File: config.mk
export PLATFORM = sky130hd
export DESIGN_NAME = pulse_to_level
export DESIGN_NICKNAME = d
export VERILOG_FILES = /design/src/rtl/pulse_to_level_pkg.sv /design/src/rtl/pulse_to_level_sat_counter.sv /design/src/rtl/pulse_to_level.sv
export SDC_FILE = /design/constraint.sdc
export NUM_CORES = 1
export LEC_CHECK = 0
export CAP_MARGIN = 10
export CORE_AREA = 2 2 39 41
export CTS_CLUSTER_DIAMETER = 150
export DETAILED_ROUTE_END_ITERATION = 10
export DIE_AREA = 0 0 41 43
export PLACE_DENSITY = 0.78
export SLEW_MARGIN = 20
export SYNTH_ARGS = -nofsm -noshare
export SYNTH_HDL_FRONTEND = slang
export SYNTH_SLANG_ARGS = --single-unit
File: constraint.sdc
create_clock -name clock -period 1.9 [get_ports clock]
set_input_delay 0.57 -clock clock [delete_from_list [all_inputs] [get_ports clock]]
set_output_delay 0.57 -clock clock [all_outputs]
set_load 0.05 [all_outputs]
File: src/rtl/pulse_to_level_pkg.sv
// Shared types and helpers for the pulse-to-level converter and its counter.
package pulse_to_level_pkg;

  typedef enum logic [1:0] {
    IDLE = 2'd0,
    HOLD = 2'd1,
    GAP  = 2'd2
  } state_t;

  localparam int unsigned CNT_W_DEFAULT = 4;

  function automatic int unsigned pend_max(input int unsigned w);
    return (32'd1 << w) - 32'd1;
  endfunction

  localparam int unsigned PEND_MAX = pend_max(CNT_W_DEFAULT);

endpackage

File: src/rtl/pulse_to_level_sat_counter.sv
// Up/down saturating counter with sticky overflow, reusable for score/move counts.
module sat_counter
  import pulse_to_level_pkg::*;
#(
  parameter int CNT_W = 4
) (
  input  logic             clock,
  input  logic             resetn,
  input  logic             clear,
  input  logic             inc,
  input  logic             dec,
  output logic [CNT_W-1:0] count,
  output logic             overflow
);

  localparam logic [CNT_W-1:0] MAX = CNT_W'(pend_max(CNT_W));

  // Simultaneous inc and dec cancel, so a full counter never flags overflow then.
  always_ff @(posedge clock or negedge resetn) begin
    if (!resetn) begin
      count    <= '0;
      overflow <= 1'b0;
    end else if (clear) begin
      count    <= '0;
      overflow <= 1'b0;
    end else if (inc && !dec) begin
      if (count == MAX) overflow <= 1'b1;
      else              count    <= count + 1'b1;
    end else if (dec && !inc && count != '0) begin
      count <= count - 1'b1;
    end
  end

endmodule

File: src/rtl/pulse_to_level.sv
// Turns one-cycle request pulses into held levels with a minimum hold,
// a mandatory low gap between intervals and an in-order pending queue.
module pulse_to_level
  import pulse_to_level_pkg::*;
#(
  parameter int CNT_W    = 4,
  parameter int MIN_HOLD = 1
) (
  input  logic             clock,
  input  logic             resetn,
  input  logic             pulse,
  input  logic             ack,
  input  logic             clear,
  output logic             q,
  output logic [CNT_W-1:0] pending,
  output logic             overflow
);

  localparam int HW = $clog2(MIN_HOLD + 1);

  state_t        state, state_nxt;
  logic [HW-1:0] hold_cnt;
  logic          launch_req, launch, hold_met, q_nxt, inc, dec;

  assign launch_req = (pending != '0 || pulse) && !clear;
  assign hold_met   = hold_cnt >= HW'(MIN_HOLD);

  always_ff @(posedge clock or negedge resetn) begin
    if (!resetn) begin
      state <= IDLE;
      q     <= 1'b0;
    end else begin
      state <= state_nxt;
      q     <= q_nxt;
    end
  end

  always_comb begin
    state_nxt = IDLE;
    launch    = 1'b0;
    case (state)
      IDLE: if (launch_req) begin
        state_nxt = HOLD;
        launch    = 1'b1;
      end
      HOLD: state_nxt = (ack && hold_met) ? GAP : HOLD;
      GAP: if (launch_req) begin
        state_nxt = HOLD;
        launch    = 1'b1;
      end
      default: state_nxt = IDLE;
    endcase
  end

  always_comb begin
    q_nxt = (state_nxt == HOLD);
  end

  // Hold counter saturates at MIN_HOLD; early acks are simply not honoured.
  always_ff @(posedge clock or negedge resetn) begin
    if (!resetn)                        hold_cnt <= '0;
    else if (launch)                    hold_cnt <= HW'(1);
    else if (state == HOLD && !hold_met) hold_cnt <= hold_cnt + 1'b1;
    else if (state != HOLD)             hold_cnt <= '0;
  end

  // A launch from an empty queue consumes the same-cycle pulse directly.
  assign inc = pulse && !clear && !(launch && pending == '0);
  assign dec = launch && pending != '0;

  sat_counter #(.CNT_W(CNT_W)) u_pend (
    .clock    (clock),
    .resetn   (resetn),
    .clear    (clear),
    .inc      (inc),
    .dec      (dec),
    .count    (pending),
    .overflow (overflow)
  );

endmodule
==> key figures, run 1 <==
Status
  – Status: complete, no violations

Clocking
  – Clock sinks: 9
  – Root Driver: clkbuf_4
  – CTS tree: done
  – CTS Buf Count: 3
  – Worst-path clk slew: 0.06 ns
  – Hold_buf cts: 0
  – Clock tree buffer depth: 2
  – Number of H-tree levels: 1
  – Worst-skew pair later-pin latency: 0.26 ns

STA
  – Final count of hold timing violations: 0
  – Final Critical Period: 1.84 ns
  – Maximum clock frequency: 0.544 GHz
  – Final TNS setup: 0 ns
  – Fin crit share: 96.7%
  – Hold_ws: 0.519 ns
  – Slew Limit Fails: 0
  – # setup viols final: 0
  – Setup Skew: 0.00137 ns
  – Worst Tran Pin Value: 0.403 ns
  – RSZ-0062 raised after global routing: no
  – Normalized max-slew margin: 73.1%

Pwr
  – Psw: 0.000566 W
  – Switching Fraction: 41.0%
  – Sequential power share: 22.6%
  – Gate power share: 66.7%
  – Clock share of power: 10.7%
  – Internal power: 0.000814 W
  – VDD IR max: 0.616 mV
  – Cell Pwr Density: 1660 nW/um2
  – Pleak: 0.408 nW

Worst setup path
  – Setup crit end kind: flip-flop
  – Crit Path Max Fanout: 3
  – Setup crit start kind: primary input
  – CP arrival: 1.97 ns
  – Type of the worst setup path: in2reg
  – Worst path required time: 2.03 ns

Global routing
  – Largest net degree at the start of global routing: 10
  – GRT Util Overall: 17.4%
  – Grt ovf: 0
  – Initial antenna violation count: 0
  – First-pass GRT wire length: 1930 um
  – Vias in the first global route: 442

Run
  – Max-Cap Viols: 0

Drt
  – Via count: 459
  – Drt total wl: 1160 um
  – Via density per instance: 4.99
  – Wirelength per Cell: 12.6 um
  – Initial DRC count: 3
  – 1st-pass router iterations: 3
  – DRT antenna net count: 0
  – DRC viols: 0

Floorplan
  – Row cnt: 14
  – Die footprint: 1760 um2
  – Core area: 1380 um2
  – Initial core utilization: 38.5%
  – I/O pins: 11
  – Die height: 43 um
  – Die width: 41 um

Synthesis
  – Synth Warn #: 0
  – Seq/Total Area, Yosys: 42.3%
  – Mean Syn Cell Area: 10.5 um2
  – Mapped Area: 533 um2
  – Flops & latches, synth: 9
  – Synth cell types: 25
  – Mapped Nets: 59
  – Synth area leaders: dfrtp_1, nor2_1, ha_1
  – Largest area contributor in the netlist: dfrtp_1
  – Mapped Cells: 51
  – Synth top area share: 42.3%

Final layout
  – Ant diodes: 0
  – Fin cells: 92
  – Fin nets: 85
  – Ratio of cells with drive above 1 in the final layout: 46.1%
  – Area delta synth->final: 55.6%
  – FILL cells: 107

Place
  – PortBufs: 10
  – Placer Congestion: 0.740
  – Dpl cells: 87
  – Post-DP HPWL: 969 um

Hold path
  – Hold WC Path Type: reg2reg
## registers in the layout (all words and copies together), names as in the netlist
| name | cells |
|---|---|
| state | 2 |
| q | 1 |
| u_pend.overflow | 1 |
| hold_cnt | 1 |
| u_pend.count | 4 |
## cell type report
class / instances / area, um2 / area share, %
Sequential cell: 9 / 226 / 27.3
Clock buffer: 4 / 26.3 / 3.17
Timing Repair Buffer: 22 / 221 / 26.7
Multi-Input combinational cell: 37 / 320 / 38.6
Inverter: 4 / 15.0 / 1.81
Tap cell: 16 / 20.0 / 2.41
## synth_stat cells (all sizes together)
master	n
nand4	2
buf	1
fa	1
or4	1
a21o	1
nor2	7
or4b	1
inv	4
o21ai	1
ha	2
nand3b	1
nor4	1
and2b	2
a22o	1
nand2	5
xnor2	2
mux2i	2
a21oi	1
or2b	1
o22ai	1
nand2b	2
a211oi	1
dfrtp	9
and2	1
## path summary, 6_finish.rpt
| kind | start | end | slack [ns] | cells after the start |
|---|---|---|---|---|
| max in group asynchronous | resetn | u_pend.count[1] | 0.99 | 1 |
| min in group asynchronous | resetn | u_pend.overflow | 0.60 | 1 |
| worst min-delay path | hold_cnt | state[1] | 0.52 | 2 |
| worst max register to register | u_pend.count[1] | u_pend.count[3] | 0.09 | 4 |
| worst max-delay path | clear | u_pend.count[3] | 0.06 | 7 |
| worst min register to register | hold_cnt | state[1] | 0.52 | 2 |
## metrics by stage
stage          area, um2  utilization (%)  setup WS (ns)  power (W)
6_report             830             59.9         0.0634    0.00138
5_1_grt              830             59.9        0.00823    0.00148
4_1_cts              821             59.3       -0.00907    0.00140
3_5_place_dp         792             57.2         -0.635    0.00122
3_3_place_gp         792             57.2         -0.612    0.00118
2_1_floorplan        566                -         -0.261   0.000833
## layout by cell type, fill, tap and decap left out, types with 2 or more instances in the layout
| master | Yosys | layout |
|---|---|---|
| buf_4 | 0 | 14 |
| nand2b_1 | 2 | 2 |
| inv_1 | 4 | 4 |
| clkdlybuf4s50_1 | 0 | 2 |
| clkbuf_4 | 0 | 3 |
| and2b_2 | 2 | 2 |
| nor2_1 | 7 | 7 |
| nand2_1 | 5 | 5 |
| buf_12 | 0 | 4 |
| xnor2_1 | 2 | 2 |
| dfrtp_1 | 9 | 8 |
| mux2i_1 | 2 | 2 |
## power groups by stage
stage	Sequential, W	Combinational [W]	Clock, W
3_3_place_gp	0.000311	0.000865	0
6_report	0.000312	0.000920	0.000148
4_1_cts	0.000309	0.000937	0.000155
5_1_grt	0.000322	0.000994	0.000169
3_5_place_dp	0.000314	0.000909	0
2_1_floorplan	0.000470	0.000363	0
## critical path, cell delays in order
cell and delay [ns]:
buf_6 0.09, nand3b_4 0.17, ha_4 0.23, a21o_4 0.20, a21oi_4 0.15, mux2i_1 0.08, or4b_1 0.49
## routing by layer
metal  GRT usage (%)  wire length [um]  share of wire, %  up-vias
met5               0                 0                 0        -
met4            14.0                36               3.1        0
met3            3.66                44               3.8        4
met2            25.6               598                52       11
met1            20.6               481                41      218
li1                -                 -                 -      226
## repair_timing
action / in CTS / in global routing
pin swaps: 4 / 4
setup endpoints to repair: 3 / 1
endpoints found under the hold margin: 0 / 0
gates resized for setup: 10 / 1
setup buffers: 0 / 1
## cells by family after synthesis
| logic type | Yosys count | synth area share, % |
|---|---|---|
| simple gates | 24 | 27.9 |
| flops | 9 | 42.3 |
| compound gates | 6 | 9.39 |
| buf+inv | 5 | 4.93 |
| fa+ha+maj | 3 | 8.45 |
| xor+xnor | 2 | 3.29 |
| mux | 2 | 3.76 |
Power figures use the tool's default switching activity.
==> run 2, diff against run 1 <==
Settings changed: TNS_END_PERCENT set to 30.
==> results of run 2 <==
No change in the layout: final DEF, timing and power equal those of run 1.
==> run 3, diff against run 2 <==
Settings changed: GPL_TIMING_DRIVEN set to 0.
==> run 3 against run 2 <==
  * The flow now finishes with violations (setup timing)
  * Setup slack lost 0.13 ns
  * Cell count shrank 6.5%
  * Sequential share of layout area grew 2.8 points
  * Maximum frequency shrank 6.6%
  * Non-clock buffer count shrank 6
  * Die area unchanged
  * Clock power about the same
  * Via count shrank 6.8%
  * Hold slack got worse by 0.0060 ns
  * Total power shrank 16%
  * Sequential cell count is the same
  * Global-route usage shrank 4.7 points
  * Largest cell class unchanged
  * Largest power group unchanged
==> key figures, run 3 (same netlist as run 1, synthesis figures left out) <==
Status
  – Status: finished, violations left (was complete, no violations)
  – Failing checks: setup timing

Pwr
  – Pleak: 0.374 nW (was 0.408 nW)
  – VDD IR max: 0.585 mV (was 0.616 mV)
  – Final Power: 0.00117 W (was 0.00138 W)
  – Cell Pwr Density: 1550 nW/um2 (was 1660 nW/um2)

Final layout
  – FILL cells: 124 (was 107)
  – Util after Layout: 54.4% (was 59.9%)
  – Biggest register: u_pend.count (unchanged)
  – Ratio of cells with drive above 1 in the final layout: 32.9% (was 46.1%)
  – Most frequent cells in the layout: dfrtp_1, nor2_1, buf_4 (was buf_4, dfrtp_1, nor2_1)
  – Fin nets: 79 (was 85)
  – Top flop regs: u_pend.count x4, state x2 (unchanged)
  – Multi-input gate area: 320 um2 (unchanged)
  – Max reg flops: 4 (unchanged)
  – Leading cell type in the layout, fill and taps excluded: dfrtp_1 (was buf_4)
  – Ant diodes: 0 (unchanged)
  – Area delta synth->final: 41.3% (was 55.6%)
  – Register area: 226 um2 (unchanged)

STA
  – Final Critical Period: 1.97 ns (was 1.84 ns)
  – Fin crit share: 103% (was 96.7%)
  – Worst setup margin: -0.0661 ns (was 0.0634 ns)
  – Final count of hold timing violations: 0 (unchanged)
  – RSZ-0062 raised after global routing: yes (was no)
  – Worst Tran Pin Value: 0.495 ns (was 0.403 ns)
  – Setup Skew: 0.00304 ns (was 0.00137 ns)
  – Normalized max-slew margin: 67.1% (was 73.1%)
  – Maximum clock frequency: 0.509 GHz (was 0.544 GHz)
  – # setup viols final: 1 (was 0)
  – Slew Limit Fails: 0 (unchanged)

Floorplan
  – Core area: 1380 um2 (unchanged)
  – Die footprint: 1760 um2 (unchanged)
  – Die width: 41 um (unchanged)
  – Row cnt: 14 (unchanged)
  – I/O pins: 11 (unchanged)
  – Die height: 43 um (unchanged)
  – Initial core utilization: 38.5% (unchanged)

Worst setup path
  – Type of the worst setup path: in2reg (unchanged)
  – Setup crit start kind: primary input (unchanged)
  – Setup crit end kind: flip-flop (unchanged)
  – Worst path required time: 2.03 ns (about the same)
  – Slowest-stage cell, CP: or4b_1 (unchanged)
  – Critical path cell sequence: buf_12, nand3b_4, ha_4, a21o_4, a21oi_4, mux2i_1, or4b_1 (was buf_6, nand3b_4, ha_4, a21o_4, a21oi_4, mux2i_1, or4b_1)
  – Crit Path Max Fanout: 7 (was 3)
  – CP arrival: 2.10 ns (was 1.97 ns)
  – Critical path's largest stage delay: 0.51 ns (was 0.49 ns)

Drt
  – 1st-pass router iterations: 2 (was 3)
  – DRT antenna net count: 0 (unchanged)
  – Via density per instance: 4.98 (was 4.99)
  – Drt total wl: 1000 um (was 1160 um)
  – Wirelength per Cell: 11.7 um (was 12.6 um)
  – Initial DRC count: 5 (was 3)
  – DRC viols: 0 (unchanged)
  – Via count: 428 (was 459)

Clocking
  – Root Driver: clkbuf_4 (unchanged)
  – CTS Buf Count: 3 (unchanged)
  – Worst-path clk slew: 0.06 ns (about the same)
  – Number of H-tree levels: 1 (unchanged)
  – Clock sinks: 9 (unchanged)
  – Worst-skew pair later-pin latency: 0.26 ns (about the same)
  – Hold_buf cts: 0 (unchanged)
  – CTS tree: done (unchanged)
  – Clock tree buffer depth: 2 (unchanged)

Place
  – PortBufs: 9 (was 10)
  – Placer Congestion: 0.685 (was 0.740)

Hold path
  – Hold WC Path Type: reg2reg (unchanged)

Global routing
  – GRT Util Overall: 12.8% (was 17.4%)
  – Initial antenna violation count: 0 (unchanged)
  – Largest net degree at the start of global routing: 10 (unchanged)
  – Vias in the first global route: 363 (was 442)
  – First-pass GRT wire length: 1480 um (was 1930 um)
  – Grt ovf: 0 (unchanged)

Run
  – Max-Cap Viols: 0 (unchanged)
-- run 3: changes by cell type in the layout (fill, tap and decap cells not counted) --
cell,before,now
buf_12,4,1
buf_4,14,6
clkdlybuf4s15_1,0,2
buf_6,1,0
dlygate4sd2_1,0,4
-- run 3: per-stage QoR --
step | instance area, um2 | TNS [ns] | instances | hold slack, ns | setup WS [ns]
after detailed placement | 676 | -1.22 | 76 | 0.507 | -0.749
after global routing | 753 | -0.117 | 86 | 0.539 | -0.117
after global placement | 676 | -1.11 | 76 | 0.506 | -0.727
after CTS | 696 | -0.123 | 80 | 0.495 | -0.123
after floorplan | 566 | -0.261 | 51 | 0.274 | -0.261
final | 753 | -0.0661 | 86 | 0.513 | -0.0661
-- run 3: worst paths after layout --
| kind | start | endpoint | slack (ns) | cells past startpoint |
|---|---|---|---|---|
| setup / recovery | clear | u_pend.count[3] | -0.07 | 7 |
| hold / removal | state[1] | state[1] | 0.51 | 2 |
| setup reg to reg | u_pend.count[1] | u_pend.count[3] | -0.03 | 4 |
| hold reg to reg | state[1] | state[1] | 0.51 | 2 |
| max in group asynchronous | resetn | state[0] | 0.98 | 1 |
| min in group asynchronous | resetn | u_pend.overflow | 0.61 | 1 |
-- run 3: power by group --
group | internal, W | total (W) | switching, W
combinational | 0.000310 | 0.000678 | 0.000367
sequential | 0.000262 | 0.000340 | 0.0000777
clock | 0.0000809 | 0.000148 | 0.0000667
total | 0.000654 | 0.00117 | 0.000512
-- run 3: metal layers --
metal | vias to the layer above | wire length (um) | track usage, %
li1 | 213 | - | -
met1 | 204 | 452 | 16.3
met2 | 9 | 493 | 17.5
met3 | 2 | 43 | 3.14
met4 | 0 | 12 | 10.0
met5 | - | 0 | 0
-- run 3: area by class of cell --
class | instances | area share (%)
inverter | 4 | 1.99
timing repair buffer | 15 | 16.6
multi-input combinational | 37 | 42.5
clock buffer | 4 | 3.49
buffer | 1 | 2.66
tap | 16 | 2.66
sequential | 9 | 30.1
-- run 3: worst max-delay path: cells and delay by family --
| kind | cells | cell delay [ns] |
|---|---|---|
| AO/OA/AOI/OAI | 2 | 0.36 |
| multiplexers | 1 | 0.08 |
| adder cells (fa/ha/maj) | 1 | 0.26 |
| AND/OR/NAND/NOR | 2 | 0.71 |
| buffers and inverters | 1 | 0.10 |
-- run 3: what timing repair did --
item,4_1_cts,5_1_grt
buffers inserted,0,6
pin swaps,0,4
resized for setup,9,7
setup endpoints to repair,7,2
